## src/rtl/pipe_pkg.sv

```systemverilog
// Shared widths and the buffer entry layout for the address pipeline stages.
// ADDRESS_WIDTH / ID_WIDTH may be supplied as defines; otherwise 8 / 4 bits are used.
`ifndef ADDRESS_WIDTH
`define ADDRESS_WIDTH 8
`endif
`ifndef ID_WIDTH
`define ID_WIDTH 4
`endif

package pipe_pkg;
  localparam int ADDR_W = `ADDRESS_WIDTH;
  localparam int ID_W   = `ID_WIDTH;

  typedef struct packed {
    logic [ADDR_W-1:0] addr;
    logic [ID_W-1:0]   id;
    logic              vld;
  } pipe_entry_t;
endpackage

```

## src/rtl/pipeline_stage_buf.sv

```systemverilog
// DEPTH-entry beat store: one write port, parallel ID-match invalidate, async read mux.
// A write to a slot takes priority over a kill of that slot in the same cycle.
module pipeline_stage_buf
  import pipe_pkg::*;
#(
  parameter  int DEPTH = 4,
  localparam int PTR_W = $clog2(DEPTH)
) (
  input  logic             clk,
  input  logic             reset_n,
  input  logic             wr_en_i,
  input  logic [PTR_W-1:0] wr_ptr_i,
  input  pipe_entry_t      wr_entry_i,
  input  logic             kill_en_i,
  input  logic [ID_W-1:0]  kill_id_i,
  input  logic [PTR_W-1:0] rd_ptr_i,
  output pipe_entry_t      rd_entry_o
);

  pipe_entry_t mem_q [DEPTH];

  always_ff @(posedge clk or negedge reset_n) begin
    if (!reset_n) begin
      for (int i = 0; i < DEPTH; i++) mem_q[i] <= '0;
    end else begin
      for (int i = 0; i < DEPTH; i++) begin
        if (wr_en_i && wr_ptr_i == PTR_W'(i))
          mem_q[i] <= wr_entry_i;
        else if (kill_en_i && mem_q[i].vld && mem_q[i].id == kill_id_i)
          mem_q[i].vld <= 1'b0;
      end
    end
  end

  assign rd_entry_o = mem_q[rd_ptr_i];

endmodule

```

## src/rtl/pipeline_stage_fifo.sv

```systemverilog
// Address pipeline stage: circular skid buffer adding stage_offset, flush-by-ID, 1-cycle latency.
// out_stall asserts at DEPTH-1 entries; PIPE_STAGE_FLUSH_STALL_EN also stalls/inhibits pop around a flush.
module pipeline_stage_fifo
  import pipe_pkg::*;
#(
  parameter int ADDR_W = pipe_pkg::ADDR_W,
  parameter int ID_W   = pipe_pkg::ID_W,
  parameter int DEPTH  = 4,
  parameter int CNT_W  = $clog2(DEPTH+1)
) (
  input  logic              clk,
  input  logic              reset_n,
  input  logic [ADDR_W-1:0] stage_offset,
  input  logic [ADDR_W-1:0] in_address,
  input  logic [ID_W-1:0]   in_id,
  input  logic              in_valid,
  output logic              out_stall,
  input  logic              in_flush,
  input  logic [ID_W-1:0]   in_flush_id,
  output logic [ADDR_W-1:0] out_address,
  output logic [ID_W-1:0]   out_id,
  output logic              out_valid,
  output logic              out_flush,
  output logic [ID_W-1:0]   out_flush_id,
  input  logic              in_stall,
  output logic              overflow_err,
  output logic [CNT_W-1:0]  occupancy
);

  localparam int PTR_W = $clog2(DEPTH);

  logic [PTR_W-1:0] wr_ptr_q, wr_ptr_d, rd_ptr_q, rd_ptr_d;
  logic [CNT_W-1:0] count_q, count_d;
  logic             flush_q;
  logic [ID_W-1:0]  flush_id_q;
  logic             overflow_q;

  pipe_entry_t head, wr_entry;
  logic        not_empty, full, pop_ok, pop, reclaim, advance, push, drop;

  pipeline_stage_buf #(.DEPTH(DEPTH)) u_buf (
    .clk        (clk),
    .reset_n    (reset_n),
    .wr_en_i    (push),
    .wr_ptr_i   (wr_ptr_q),
    .wr_entry_i (wr_entry),
    .kill_en_i  (in_flush),
    .kill_id_i  (in_flush_id),
    .rd_ptr_i   (rd_ptr_q),
    .rd_entry_o (head)
  );

  assign not_empty = (count_q != '0);
  assign full      = (count_q == CNT_W'(DEPTH));

`ifdef PIPE_STAGE_FLUSH_STALL_EN
  // Holding the head during a flush lets a matching head be killed instead of escaping.
  assign pop_ok    = !in_stall && !in_flush;
  assign out_stall = (count_q >= CNT_W'(DEPTH-1)) || in_flush || flush_q;
`else
  assign pop_ok    = !in_stall;
  assign out_stall = (count_q >= CNT_W'(DEPTH-1));
`endif

  assign out_valid   = not_empty && head.vld;
  assign out_address = out_valid ? head.addr : '0;
  assign out_id      = out_valid ? head.id   : '0;

  // Killed holes at the head drain one per cycle even while downstream stalls.
  assign pop     = out_valid && pop_ok;
  assign reclaim = not_empty && !head.vld;
  assign advance = pop || reclaim;
  assign push    = in_valid && (!full || advance);
  assign drop    = in_valid && full && !advance;

  assign wr_entry.addr = in_address + stage_offset;
  assign wr_entry.id   = in_id;
  assign wr_entry.vld  = !(in_flush && (in_id == in_flush_id));

  always_comb begin
    wr_ptr_d = wr_ptr_q;
    rd_ptr_d = rd_ptr_q;
    if (push)    wr_ptr_d = wr_ptr_q + PTR_W'(1);
    if (advance) rd_ptr_d = rd_ptr_q + PTR_W'(1);
    count_d = count_q + CNT_W'(push) - CNT_W'(advance);
  end

  always_ff @(posedge clk or negedge reset_n) begin
    if (!reset_n) begin
      wr_ptr_q   <= '0;
      rd_ptr_q   <= '0;
      count_q    <= '0;
      flush_q    <= 1'b0;
      flush_id_q <= '0;
      overflow_q <= 1'b0;
    end else begin
      wr_ptr_q   <= wr_ptr_d;
      rd_ptr_q   <= rd_ptr_d;
      count_q    <= count_d;
      flush_q    <= in_flush;
      flush_id_q <= in_flush_id;
      if (drop) overflow_q <= 1'b1;
    end
  end

  assign out_flush    = flush_q;
  assign out_flush_id = flush_id_q;
  assign overflow_err = overflow_q;
  assign occupancy    = count_q;

endmodule

```

## config.mk

```make
export PLATFORM = sky130hd
export DESIGN_NAME = pipeline_stage_fifo
export DESIGN_NICKNAME = d
export VERILOG_FILES = /design/src/rtl/pipe_pkg.sv /design/src/rtl/pipeline_stage_buf.sv /design/src/rtl/pipeline_stage_fifo.sv
export SDC_FILE = /design/constraint.sdc
export NUM_CORES = 1
export LEC_CHECK = 0
export ABC_CLOCK_PERIOD_IN_PS = 2670
export CORE_MARGIN = 3
export CORE_UTILIZATION = 30
export CTS_BUF_LIST = sky130_fd_sc_hd__clkbuf_16
export DETAILED_ROUTE_END_ITERATION = 16
export PLACE_DENSITY_LB_ADDON = 0.2
export SKIP_CTS_REPAIR_TIMING = 1
export SLEW_MARGIN = 10
export SYNTH_ARGS = -nofsm -noshare
export SYNTH_HDL_FRONTEND = slang
export SYNTH_SLANG_ARGS = --single-unit
export TNS_END_PERCENT = 5
```

## constraint.sdc

```tcl
create_clock -name clk -period 2.67 [get_ports clk]
set_clock_uncertainty 0.1 [all_clocks]
set_input_delay 0.267 -clock clk [delete_from_list [all_inputs] [get_ports clk]]
set_output_delay 0.267 -clock clk [all_outputs]
set_load 0.01 [all_outputs]
```

==> results.toml <==
[synth]
syn_area_per_cell_um2 = 10.8
synth.net_count = 375
netlist_area_um2 = 3570
ys_async_sr_fraction_pct = 100
yosysTopAreaCell = "dfrtp_1"
seq_area_frac_synth_pct = 45.6
synth_edf_count = 0
ys_ff_latch = 65
ys_top_cells_by_area = "dfrtp_1, nand2_1, mux4_2"
synth_flop_cell = "dfrtp_1"
synth_cells = 330
yosysWarnings = 0
ys_types = 41
synth_top_area_share_pct = 45.6

[critical_path]
path_cells = "mux4_2, or2b_1, buf_4, nor2b_1, clkdlybuf4s50_1"
rrSetupSlack_ps = 230
crit_fanout = 5
slowest_stage = "clkdlybuf4s50_1"
required_ps = 2300
worstSetupPathType = "flip-flop to output pin"
slowest_delay_ps = 540
crit_path_end_kind = "output pin"
critPathArrivalTime_ps = 2220
cp-start-kind = "flip-flop"

[global_routing]
overflow = 0
grt_usage_pct = 14.0
grt_start_max_net_pins = 66
antenna_found_initial = 0
grt_pass1_vias = 2716
grt_pass1_wl_um = 14200

[finish]
final_nets = 435
area_growth_syn_to_layout_pct = 28.7
nFillCells = 1151
diodes = 0
layout_commonest_cell = "nand2_1"
drive_above_1_share_pct = 15.7
utilization_pct = 39.9
layout_common_cells = "nand2_1, dfrtp_1, clkdlybuf4s50_1"

[cts]
clockBufferDepth = 2
cts_buffers = 9
clkTransAtPathRegs_ps = 50
cts_tree = "done"
cts_max_level = 3
cts.sinks = 65
worstSkewPairLatency_ps = 330
cts-root-buf = "clkbuf_16"

[floorplan]
rows = 39
die_w_um = 115
start_util_pct = 31.0
core_area_um2 = 11500
die_h_um = 115
dieArea_um2 = 13200
io_pins = 52

[detailed_routing]
wl_per_cell_um = 16.0
dr.pass1.iters = 4
dr_total_vias = 2607
routed_wl_um = 8590
vias_per_cell = 4.85
drt_iter0_markers = 99
drcViolationCount = 0
drtAntennaViolNets = 0

[timing]
hold_viol = 0
slew_headroom_pct = 44.3
worstMarginPinSlew_ps = 835
min_period_ps = 2590
fin_crit_sh_pct = 96.9
fmax_ghz = 0.387
report.final.slew_viol_count = 0
finalSetupViolCount = 0
final.setup.tns_ps = 0
whs_ps = 16.7
rsz0062_at_grt = "true"

[placed_design]
place_congestion = 0.788
port_buffers = 51
dp_hpwl_um = 6100

[status]
status = "finished clean"

[job]
cap_violations = 0

[power]
leakage_nw = 2.13
p_total_w = 0.00555
p_per_area_nw_per_um2 = 1210
ir_worst_vdd_mv = 0.412

[hold_path]
hold_path.class = "input pin to async pin"
## final timing paths
kind / cells past startpoint / start / end
min in group clk: 2 / u_buf.mem_q[18] / u_buf.mem_q[18]
min reg2reg: 2 / u_buf.mem_q[18] / u_buf.mem_q[18]
min: 2 / reset_n / occupancy[1]
max: 5 / rd_ptr_q[0] / out_address[2]
max reg2reg: 8 / rd_ptr_q[0] / occupancy[2]
max in group asynchronous: 2 / reset_n / u_buf.mem_q[34]
## cell usage after synthesis (2+ instances only)
library cell	number
nor2_1	8
nor3b_1	2
fa_1	2
a31oi_4	3
ha_1	14
xnor2_1	21
clkbuf_1	7
mux4_1	3
mux2_2	13
nor2b_1	13
o211ai_1	4
a211oi_1	2
dfrtp_1	65
mux4_2	10
clkbuf_8	2
nand3_1	6
buf_6	3
a21o_1	2
nand2b_1	2
inv_1	11
xor2_1	7
a21oi_1	2
buf_2	2
nand2_1	85
o21ai_0	19
a31oi_1	4
a31o_2	4
## cell families after synthesis
logic type | count (synthesis) | share of synthesized area (%)
fa+ha+maj | 16 | 6.03
flops | 65 | 45.6
buf+inv | 26 | 4.10
compound gates | 48 | 10.1
mux | 26 | 12.6
simple gates | 121 | 14.7
xor+xnor | 28 | 6.87
## power by group
part | switching (W) | internal [W] | total [W]
registers | 0.000304 | 0.00144 | 0.00175
logic | 0.00121 | 0.00133 | 0.00254
clock network | 0.000443 | 0.000816 | 0.00126
total | 0.00196 | 0.00359 | 0.00555
## layer usage
metal / track usage [%] / share of wire, %
met1: 18.2 / 47
met4: 3.76 / 1.3
met2: 23.0 / 47
met5: 0 / 0
met3: 3.68 / 4.2
## area by class of cell
class | count | area [um^2] | share of cell area, %
Clock buffer | 9 | 225 | 4.90
Clock inverter | 7 | 95.1 | 2.07
Inverter | 11 | 41.3 | 0.899
Multi-Input combinational cell | 239 | 1800 | 39.2
Sequential cell | 65 | 1630 | 35.4
Tap cell | 143 | 179 | 3.90
Timing Repair Buffer | 64 | 626 | 13.6
## critical path, delay by kind of cell, from the launching register on
family / cells / cell delay (ps)
buf+inv: 2 / 710
simple gates: 2 / 380
flops: 1 / 390
mux: 1 / 400
## through the flow
step                instances  setup WS (ps)  instance area [um^2]
detailed placement        522            199                  4250
global placement          522            238                  4250
global route              538          -26.2                  4590
finish                    538           83.8                  4590
CTS                       538          -33.0                  4570
floorplan                 330            127                  3570
## registers in the layout (all words and copies together) (netlist names)
signal        count
rd_ptr_q          2
wr_ptr_q          2
u_buf.mem_q      52
occupancy         3
out_flush_id      4
overflow_err      1
out_flush         1
Note: power is estimated with default switching activity, not from simulation.
